--- src/rtl/ct_ifu_refill_pkg.sv ---
// Shared definitions for the icache refill predecoder: FSM encoding,
// RISC-V control-flow opcodes and predecode nibble bit positions.
package ct_ifu_refill_pkg;

    typedef enum logic [1:0] {
        ST_IDLE = 2'b00,
        ST_FILL = 2'b01,
        ST_DONE = 2'b10
    } state_e;

    localparam logic [6:0] OPC_BRANCH = 7'b1100011;
    localparam logic [6:0] OPC_JAL    = 7'b1101111;
    localparam logic [6:0] OPC_JALR   = 7'b1100111;

    localparam int PD_START = 3;
    localparam int PD_S32   = 2;
    localparam int PD_BR    = 1;
    localparam int PD_JMP   = 0;

    localparam int HW_PER_BEAT = 8;

endpackage

--- src/rtl/ct_ifu_predecd_hw.sv ---
// Predecode of one 16-bit parcel. cont marks the parcel as the upper half
// of a 32-bit instruction that started in the previous parcel.
module ct_ifu_predecd_hw
    import ct_ifu_refill_pkg::*;
(
    input  logic [15:0] hw,
    input  logic        cont,
    output logic [3:0]  nib,
    output logic        start32
);

    logic start;
    logic is_br32;
    logic is_br16;
    logic is_jmp32;
    logic is_cj;
    logic is_cjr;
    logic unused_hw12;

    // c.jr and c.jalr differ only in bit 12 and both count as jumps.
    assign unused_hw12 = hw[12];

    // NOTE: every output of a combinational block gets a default first so no latch is inferred.
    always_comb begin
        nib      = 4'b0000;
        start    = ~cont;
        start32  = start & (hw[1:0] == 2'b11);
        is_br32  = (hw[6:0] == OPC_BRANCH);
        is_br16  = (hw[1:0] == 2'b01) && (hw[15:14] == 2'b11);
        is_jmp32 = (hw[6:0] == OPC_JAL) || (hw[6:0] == OPC_JALR);
        is_cj    = (hw[1:0] == 2'b01) && (hw[15:13] == 3'b101);
        is_cjr   = (hw[1:0] == 2'b10) && (hw[15:13] == 3'b100) &&
                   (hw[6:2] == 5'd0) && (hw[11:7] != 5'd0);

        nib[PD_START] = start;
        nib[PD_S32]   = start32;
        nib[PD_BR]    = start & (is_br32 | is_br16);
        nib[PD_JMP]   = start & (is_jmp32 | is_cj | is_cjr);
    end

endmodule

--- src/rtl/ct_ifu_icache_refill_predecd.sv ---
// Refill-side predecoder: predecodes 128-bit L2 refill beats and writes the
// 32-bit predecode word of each beat into icache predecode array 0.
module ct_ifu_icache_refill_predecd
    import ct_ifu_refill_pkg::*;
#(
    parameter int LINE_BEATS = 4,
    parameter int IDX_W      = 16
) (
    input  logic             forever_cpuclk,
    input  logic             cpurst_b,
    input  logic             refill_start_vld,
    input  logic [IDX_W-1:0] refill_start_index,
    input  logic             l2_refill_data_vld,
    input  logic [127:0]     l2_refill_data,
    input  logic             l2_refill_data_err,
    output logic             ifu_l2_refill_rdy,
    input  logic             icache_wr_grant,
    output logic             ifu_icache_predecd_array0_clk_en,
    output logic             ifu_icache_predecd_array0_cen_b,
    output logic             ifu_icache_predecd_array0_wen_b,
    output logic [IDX_W-1:0] ifu_icache_index,
    output logic [31:0]      ifu_icache_predecd_array0_din,
    output logic             refill_done,
    output logic             refill_err
);

    localparam int LB   = $clog2(LINE_BEATS);
    localparam int HI_W = IDX_W - LB - 3;
    localparam logic [LB:0] BEATS_C = (LB + 1)'(LINE_BEATS);

    state_e state_q, state_d;

    logic             out_vld_q, out_vld_d;
    logic             carry_q, carry_d;
    logic             err_sticky_q, err_sticky_d;
    logic [LB:0]      acc_cnt_q, acc_cnt_d;
    logic [HI_W-1:0]  base_hi_q, base_hi_d;
    logic [31:0]      din_q, din_d;
    logic [IDX_W-1:0] index_q, index_d;

    logic rdy;
    logic acc;
    logic wr;
    logic last_wr;

    logic [31:0]          pd_din;
    logic [HW_PER_BEAT:0] chain;
    logic                 unused_idx_lo;

    // The line offset bits of the start index are replaced by the beat counter.
    assign unused_idx_lo = ^refill_start_index[LB+2:0];

    assign chain[0] = carry_q;

    for (genvar h = 0; h < HW_PER_BEAT; h++) begin : g_pd
        ct_ifu_predecd_hw u_hw (
            .hw      (l2_refill_data[16*h +: 16]),
            .cont    (chain[h]),
            .nib     (pd_din[4*h +: 4]),
            .start32 (chain[h+1])
        );
    end

    always_comb begin
        rdy     = (state_q == ST_FILL) && (!out_vld_q || icache_wr_grant) &&
                  (acc_cnt_q < BEATS_C);
        acc     = l2_refill_data_vld && rdy;
        wr      = out_vld_q && icache_wr_grant;
        last_wr = wr && (&index_q[LB+2:3]);
    end

    // FSM: state register.
    // NOTE: sequential state is updated with non-blocking assignments only.
    always_ff @(posedge forever_cpuclk or negedge cpurst_b) begin
        if (!cpurst_b) begin
            state_q <= ST_IDLE;
        end else begin
            state_q <= state_d;
        end
    end

    // FSM: next state.
    always_comb begin
        state_d = state_q;
        case (state_q)
            ST_IDLE: if (refill_start_vld) state_d = ST_FILL;
            ST_FILL: if (last_wr)          state_d = ST_DONE;
            ST_DONE:                       state_d = ST_IDLE;
            default:                       state_d = ST_IDLE;
        endcase
    end

    // FSM: outputs. The array write is combinational on grant so it lands in the granted cycle.
    always_comb begin
        refill_done                      = (state_q == ST_DONE);
        refill_err                       = (state_q == ST_DONE) && err_sticky_q;
        ifu_l2_refill_rdy                = rdy;
        ifu_icache_predecd_array0_cen_b  = ~wr;
        ifu_icache_predecd_array0_wen_b  = ~wr;
        ifu_icache_predecd_array0_clk_en = out_vld_q | acc;
        ifu_icache_index                 = index_q;
        ifu_icache_predecd_array0_din    = din_q;
    end

    // Datapath: line setup on start, output stage load on accept, drain on write.
    always_comb begin
        out_vld_d    = out_vld_q;
        carry_d      = carry_q;
        err_sticky_d = err_sticky_q;
        acc_cnt_d    = acc_cnt_q;
        base_hi_d    = base_hi_q;
        din_d        = din_q;
        index_d      = index_q;

        if ((state_q == ST_IDLE) && refill_start_vld) begin
            base_hi_d    = refill_start_index[IDX_W-1:LB+3];
            acc_cnt_d    = '0;
            carry_d      = 1'b0;
            err_sticky_d = 1'b0;
        end

        if (wr) begin
            out_vld_d = 1'b0;
        end

        if (acc) begin
            out_vld_d    = 1'b1;
            din_d        = l2_refill_data_err ? 32'h0 : pd_din;
            index_d      = {base_hi_q, acc_cnt_q[LB-1:0], 3'b000};
            carry_d      = chain[HW_PER_BEAT];
            acc_cnt_d    = acc_cnt_q + (LB + 1)'(1);
            err_sticky_d = err_sticky_q | l2_refill_data_err;
        end
    end

    always_ff @(posedge forever_cpuclk or negedge cpurst_b) begin
        if (!cpurst_b) begin
            out_vld_q    <= 1'b0;
            carry_q      <= 1'b0;
            err_sticky_q <= 1'b0;
            acc_cnt_q    <= '0;
            base_hi_q    <= '0;
            din_q        <= '0;
            index_q      <= '0;
        end else begin
            out_vld_q    <= out_vld_d;
            carry_q      <= carry_d;
            err_sticky_q <= err_sticky_d;
            acc_cnt_q    <= acc_cnt_d;
            base_hi_q    <= base_hi_d;
            din_q        <= din_d;
            index_q      <= index_d;
        end
    end

endmodule
--- config.mk ---
export PLATFORM = sky130hd
export DESIGN_NAME = ct_ifu_icache_refill_predecd
export DESIGN_NICKNAME = d
export VERILOG_FILES = /design/src/rtl/ct_ifu_refill_pkg.sv /design/src/rtl/ct_ifu_predecd_hw.sv /design/src/rtl/ct_ifu_icache_refill_predecd.sv
export SDC_FILE = /design/constraint.sdc
export NUM_CORES = 1
export LEC_CHECK = 0
export BUFFER_PORTS_ARGS = -buffer_cell sky130_fd_sc_hd__buf_2
export CAP_MARGIN = 0
export CORE_ASPECT_RATIO = 0.8
export CORE_MARGIN = 4
export CORE_UTILIZATION = 35
export DETAILED_ROUTE_END_ITERATION = 8
export PLACE_DENSITY = 0.77
export RECOVER_POWER = 100
export SYNTH_ARGS = -nofsm -noshare
export SYNTH_HDL_FRONTEND = slang
export SYNTH_SLANG_ARGS = --single-unit
--- constraint.sdc ---
create_clock -name forever_cpuclk -period 1.7 [get_ports forever_cpuclk]
set_input_delay 0.17 -clock forever_cpuclk [delete_from_list [all_inputs] [get_ports forever_cpuclk]]
set_output_delay 0.17 -clock forever_cpuclk [all_outputs]
set_load 0.1 [all_outputs]
==> results of run 1 <==
stage by stage:
step | power (uW) | area, um2
floorplan | 6010 | 3320
global placement | 7060 | 4520
detailed placement | 7150 | 4520
CTS | 9340 | 4950
global route | 9710 | 4940
finish | 9250 | 4940
where the power goes:
group	total (uW)	internal, uW	leakage (uW)	switching (uW)
clock	1980	1330	0.000155	649
sequential	2320	2040	0.000835	288
combinational	4950	1210	0.00161	3740
total	9250	4570	0.00260	4670
final timing paths:
path,start,end,slack [ns],cells after the start
max,state_q[1]$_DFFE_PN0P_,ifu_icache_predecd_array0_clk_en,-0.22,5
min,refill_start_index[12],base_hi_q[7]$_DFFE_PN0P_,0.04,3
max reg2reg,state_q[1]$_DFFE_PN0P_,ifu_icache_predecd_array0_din[9]$_DFFE_PN0P_,-0.10,5
min reg2reg,base_hi_q[8]$_DFFE_PN0P_,ifu_icache_index[13]$_DFFE_PN0P_,0.46,2
max in group asynchronous,cpurst_b,ifu_icache_predecd_array0_din[7]$_DFFE_PN0P_,0.54,3
min in group asynchronous,cpurst_b,ifu_icache_index[14]$_DFFE_PN0P_,0.60,3
sequential cells by signal, summed over array words and instances, names as in the netlist:
| name | count |
|---|---|
| acc_cnt_q | 3 |
| base_hi_q | 11 |
| state_q | 2 |
| ifu_icache_index | 13 |
| err_sticky_q | 1 |
| ifu_icache_predecd_array0_din | 32 |
| out_vld_q | 1 |
| carry_q | 1 |
layout make-up:
class                      instances  area, um2  area share, %
sequential                        64       1600           32.4
inverter                           1       3.75         0.0759
multi-input combinational        295       1630           33.0
clock buffer                      10        239           4.83
tap                              115        144           2.91
clock inverter                     6       92.6           1.87
timing repair buffer             217       1230           24.9
cells in the mapped netlist (all sizes together) (2+ instances only):
| cell | number | share of area [%] |
|---|---|---|
| a21o | 5 | 1.2 |
| a21oi | 6 | 0.93 |
| a22o | 7 | 1.9 |
| a32o | 8 | 2.5 |
| and2 | 3 | 0.58 |
| buf | 11 | 2.0 |
| clkbuf | 5 | 0.58 |
| dfrtp | 64 | 49 |
| nand2 | 134 | 16 |
| nand2b | 4 | 1.0 |
| nand3 | 3 | 0.46 |
| nand3b | 14 | 3.2 |
| nand4 | 2 | 0.39 |
| nor2 | 21 | 2.4 |
| nor2b | 3 | 0.58 |
| nor3 | 15 | 2.8 |
| nor3b | 3 | 0.69 |
| nor4 | 3 | 0.58 |
| nor4b | 5 | 1.4 |
| o21ai | 23 | 3.6 |
| o22ai | 11 | 2.1 |
| o31ai | 2 | 0.46 |
| o41ai | 2 | 0.77 |
| or4 | 7 | 1.6 |
| or4b | 3 | 0.93 |
repair_timing:
| action | CTS | global route |
|---|---|---|
| hold buffers | 1 | 0 |
| resized for setup | 13 | 11 |
| pin swaps | 0 | 1 |
| hold endpoints to repair | 64 | 0 |
| setup endpoints to repair | 36 | 47 |
| buffers inserted | 2 | 1 |
| cloned | 1 | 0 |
worst register-to-register path, cell delays in order (launching register included):
cell	delay, ns
dfrtp_1	0.38
nand2b_4	0.14
or4b_4	0.52
buf_6	0.18
or3_4	0.35
o21ai_1	0.14
cell families (layout without fill, tap and decap cells):
kind of cell	count (synthesis)	after routing
AO/OA/AOI/OAI	68	68
adder cells (fa/ha/maj)	1	1
other	1	3
AND/OR/NAND/NOR	223	223
buffers and inverters	17	234
flip-flops	64	64
layer usage:
metal / up-vias / wire (um) / global-route usage (%)
li1: 1751 / - / -
met1: 1637 / 4210 / 23.2
met5: - / 0 / 0
met4: 0 / 195 / 6.26
met2: 135 / 4840 / 31.0
met3: 17 / 885 / 3.93
==> impl_metrics.toml, run 1 <==
[clock_tree]
insertion_delay_ns = 0.32
clockBufferDepth = 2
cts_tree = "built"
clk_pin_slew_ns = 0.06
cts_num_sinks = 64
cts_root_buf = "clkbuf_16"
numCtsBuffers = 9
htree_levels = 3

[placement]
pre_cts_ws_ns = -0.268
gp_congestion = 0.857
hpwl_um = 8080
portBuffers = 187
place_inst = 688

[logic_synthesis]
netlist_instances = 374
synth_fa_ha_area_share_pct = 0.386
ys_dominant_reg_cell = "dfrtp_1"
yosysSeqAreaShare_pct = 49.4
synthMuxAreaShare_pct = 0
yosysWarnings = 0
yosys.area_share.simple_pct = 33.1
synth.avg_cell_area_um2 = 8.66
async_reset_ff_share_pct = 100
synth_top_family_by_area = "simple AND/OR/NAND/NOR gates"
synth_edf_count = 0
synth_cell_types = 42
synth_xor_area_share_pct = 0
synth.cell_area_mm2 = 0.00324
ys_ff_latch = 64
synth_compound_area_share_pct = 14.3

[floorplanning]
rows = 31
die_w_um = 116
die_h_um = 94.1
num_io_pins = 204
core_mm2 = 0.00904
dieArea_mm2 = 0.0109
start_util_pct = 35.9

[layout]
diodes = 0
area_delta_synth_final_pct = 52.5
final_cell_mix = "184 x buf_2, 133 x nand2_1, 64 x dfrtp_1, 24 x buf_4, 19 x nor2_1"
fin_nets = 739
layout.cells.non_filler = 708
mostFrequentLayoutCell = "buf_2"
fin_util_pct = 54.7
nFillCells = 817
drive_gt1_share_pct = 42.7

[routing]
ant_nets = 0
drt_iter0_drc = 130
route.detailed.drc = 0
routed_via_density = 5.00
wl_per_cell_um = 14.3
wl_um = 10100
drtPass1Iterations = 4
vias = 3540

[critical_path]
critPathKind = "reg2out"
end_kind = "primary output"
critPathTopFamily = "simple AND/OR/NAND/NOR gates"
cp_max_fo = 3
crit_chain = "nand2b_4 -> or4b_4 -> buf_12 -> nand2b_4 -> buf_12"
cp.required_ns = 1.53
cp.arrival_ns = 1.75
crit_buf_inv = 2
cp-start-kind = "flip-flop"
cpMaxStageDelayCell = "or4b_4"
slowest_delay_ns = 0.52

[global_routing]
grt_usage_pct = 18.3
grt_pass1_vias = 3432
grt_max_degree = 65
antenna_found_initial = 0
grt_pass1_wl_um = 15800
gr-total-overflow = 0

[sta]
slew_violations = 0
rsz0062_at_grt = "yes"
fin_ws_ns = -0.222
setup-violations-final = 25
setup_tns_ns = -1.36
worst_pin_slew_ns = 0.846
final.min_clock_period_ns = 1.92
holdWs_ns = 0.0394
relSlewSlack_pct = 43.6
maxClockFrequency_ghz = 0.520
fin_skew_ns = 0.00705
hold_viol = 0
fin_crit_sh_pct = 113

[min_path]
min_path_type = "in2reg"

[power_and_ir_drop]
p_leak_uw = 0.00260
p_per_area_mw_per_mm2 = 1870
vdd_drop_max_mv = 1.01

[run]
max_cap_viol_count = 0

[outcome]
status = "finished, violations left"
violations = "negative setup slack"
No activity file was read; power rests on OpenSTA's default activity.
==> inputs of run 2 (changes only) <==
--- a/config.mk
+++ b/config.mk
@@ -5,14 +5,16 @@
 export SDC_FILE = /design/constraint.sdc
 export NUM_CORES = 1
 export LEC_CHECK = 0
+export ABC_AREA = 1
 export BUFFER_PORTS_ARGS = -buffer_cell sky130_fd_sc_hd__buf_2
 export CAP_MARGIN = 0
 export CORE_ASPECT_RATIO = 0.8
 export CORE_MARGIN = 4
 export CORE_UTILIZATION = 35
 export DETAILED_ROUTE_END_ITERATION = 8
-export PLACE_DENSITY = 0.77
+export PLACE_DENSITY = 0.76
 export RECOVER_POWER = 100
+export REMOVE_ABC_BUFFERS = 1
 export SYNTH_ARGS = -nofsm -noshare
 export SYNTH_HDL_FRONTEND = slang
 export SYNTH_SLANG_ARGS = --single-unit
==> run 2 against run 1 <==
The flow now finishes without violations. Worst setup slack better by 0.29 ns. Non-clock buffer count decreased by 17. Largest power group unchanged. Sequential share of layout area rose by 0.61 points. Sequential power hardly changed. Total power fell by 9.2%. Design area decreased by 1.8%. Combinational power shrank 11%. Maximum frequency increased by 17%. Cell count up 12%. Synthesized area increased by 5.1%.
==> impl_metrics.toml, run 2 <==
[outcome]
status = "finished, final reports clean"

[logic_synthesis]
yosysWarnings = 0
synth_edf_count = 0
synth_cell_types = 24
async_reset_ff_share_pct = 100
yosysTopAreaCell = "dfrtp_1"
ys_dominant_reg_cell = "dfrtp_1"
netlist_instances = 475
ys_ff_latch = 64
synth_most_common_cell = "nand2_1"
synth.cell_area_mm2 = 0.00341
synth_top_area_share_pct = 47.0
synth.area.top_cells = "dfrtp_1 47%, nand2_1 21%, inv_1 6.7%, nor2_1 4.2%, nand3_1 3.1%"
synth.avg_cell_area_um2 = 7.17
yosysSeqAreaShare_pct = 47.0
synth_common_cells = "193 x nand2_1, 64 x dfrtp_1, 61 x inv_1, 38 x nor2_1, 21 x nand3_1"

[critical_path]
cp_max_fo = 5
rr_worst_depth = 9
cpMaxStageDelayCell = "buf_2"
r2r-start = "state_q[1]$_DFFE_PN0P_"
crit_chain = "inv_2 -> clkbuf_4 -> nor3_1 -> buf_2"
crit_buf_inv = 3
slowest_delay_ns = 0.45
critPathKind = "reg2out"
end_kind = "primary output"
cp.arrival_ns = 1.47
path_depth = 4
cp.required_ns = 1.53
critPathTopFamily = "buffers and inverters"
reg2reg_to = "ifu_icache_index[15]$_DFFE_PN0P_"
r2r_slack_ns = 0.10
cp-start-kind = "flip-flop"

[floorplanning]
dieArea_mm2 = 0.0114
start_util_pct = 36.8
die_h_um = 96.2
core_mm2 = 0.00927
die_w_um = 118
rows = 31
num_io_pins = 204

[layout]
largest_register_ffs = 32
final_cell_mix = "191 x nand2_1, 182 x buf_2, 63 x dfrtp_1, 59 x inv_1, 37 x nor2_1"
fin_nets = 826
drive_gt1_share_pct = 33.9
multi_input_area_mm2 = 0.00151
regArea_mm2 = 0.00160
diodes = 0
mostFrequentLayoutCell = "nand2_1"
area_delta_synth_final_pct = 42.5
nFillCells = 904

[global_routing]
antenna_found_initial = 0
gr-total-overflow = 0
grt_usage_pct = 17.8
grt_max_degree = 65
grt_pass1_wl_um = 16400
grt_pass1_vias = 3676

[sta]
final.min_clock_period_ns = 1.64
fin_ws_ns = 0.0631
holdWs_ns = 0.0489
setup-violations-final = 0
slew_violations = 0
fin_crit_sh_pct = 96.3
relSlewSlack_pct = 41.0
hold_viol = 0
maxClockFrequency_ghz = 0.611
fin_skew_ns = 0.00660
worst_pin_slew_ns = 0.885

[clock_tree]
clockBufferDepth = 2
clk_pin_slew_ns = 0.05
cts_tree = "built"
insertion_delay_ns = 0.32
numCtsBuffers = 9
htree_levels = 3
cts_num_sinks = 64
cts_root_buf = "clkbuf_16"

[power_and_ir_drop]
p_leak_uw = 0.00288
p_per_area_mw_per_mm2 = 1730
vdd_drop_max_mv = 0.562

[routing]
route.detailed.drc = 0
vias = 3757
routed_via_density = 4.73
drt_iter0_drc = 144
wl_um = 10300
drtPass1Iterations = 6
ant_nets = 0
wl_per_cell_um = 13.0

[placement]
gp_congestion = 0.842
pre_cts_ws_ns = 0.0603
portBuffers = 187
hpwl_um = 8210

[min_path]
hp-start = "refill_start_index[14]"
hold_end = "base_hi_q[9]$_DFFE_PN0P_"
holdPathStages = 3
min_path_type = "in2reg"

[run]
max_cap_viol_count = 0
## run 2: cell types whose count changed after synthesis, moves of 10 or more
cell | before | now
inv_1 | 1 | 61
nand2_1 | 134 | 193
nand3_1 | 3 | 21
nor2_1 | 21 | 38
nand3b_1 | 14 | 3
o22ai_1 | 11 | 0
nand4_1 | 2 | 12
## run 2: routing by layer
| metal | GRT usage (%) | wire, um | vias up |
|---|---|---|---|
| li1 | - | - | 1894 |
| met4 | 5.27 | 118 | 0 |
| met1 | 20.2 | 4120 | 1706 |
| met3 | 5.35 | 758 | 11 |
| met5 | 0 | 0 | - |
| met2 | 32.8 | 5320 | 146 |
## run 2: per-stage QoR
stage          power (uW)  cells  cell area, um2  utilization (%)  TNS (ns)
2_1_floorplan        5630    464            3340                -     -2.58
3_3_place_gp         6570    772            4490             48.5         0
3_5_place_dp         6640    772            4490             48.5         0
4_1_cts              8420    790            4810             51.9         0
5_1_grt              8860    794            4860             52.4  -0.00298
6_report             8390    794            4860             52.4         0
## run 2: cells by family (layout without fill, tap and decap cells)
kind of cell,after synthesis,after routing,share of synthesized area [%]
AOI/OAI and AO/OA,32,32,5.58
adders and majority gates,1,1,0.367
buffers and inverters,76,278,9.14
DFF,64,64,47.0
other,1,3,0.110
and+or+nand+nor,301,301,37.8
## run 2: worst reg2reg max path: stages, from the launching register on
cell,delay [ns]
dfrtp_1,0.37
inv_2,0.10
nand2_4,0.07
nor2_4,0.12
nand3_4,0.10
buf_12,0.15
buf_4,0.14
clkbuf_2,0.23
nand2_1,0.11
o21ai_0,0.08
## run 2: area by class of cell
cell class | count | area share [%]
Tap cell | 115 | 2.96
Clock inverter | 3 | 0.361
Clock buffer | 12 | 5.28
Multi-Input combinational cell | 337 | 31.2
Inverter | 63 | 4.95
Timing Repair Buffer | 200 | 22.3
Sequential cell | 64 | 33.0
## run 2: power breakdown
part	total (uW)	internal (uW)	leakage, uW	switching (uW)
Sequential	2310	2030	0.000834	286
Combinational	4420	860	0.00191	3560
Clock	1660	1050	0.000134	608
## run 2: how the worst max path moves through the flow
stage | slack, ns | from | end
6_report | 0.06 | state_q[1]$_DFFE_PN0P_ | refill_err
5_1_grt | -0.003 | state_q[1]$_DFFE_PN0P_ | refill_err
2_1_floorplan | -1.06 | state_q[1]$_DFFE_PN0P_ | ifu_l2_refill_rdy
3_3_place_gp | 0.11 | carry_q$_DFFE_PN0P_ | carry_q$_DFFE_PN0P_
3_5_place_dp | 0.06 | carry_q$_DFFE_PN0P_ | carry_q$_DFFE_PN0P_
4_1_cts | 0.009 | state_q[1]$_DFFE_PN0P_ | ifu_icache_predecd_array0_clk_en
## run 2: repair_timing
action / in CTS / in global routing
pin swaps: 0 / 2
resized for setup: 2 / 10
endpoints found under the setup margin: 1 / 27
hold endpoints to repair: 64 / 0
hold buffers: 1 / 0
buffers inserted: 2 / 4
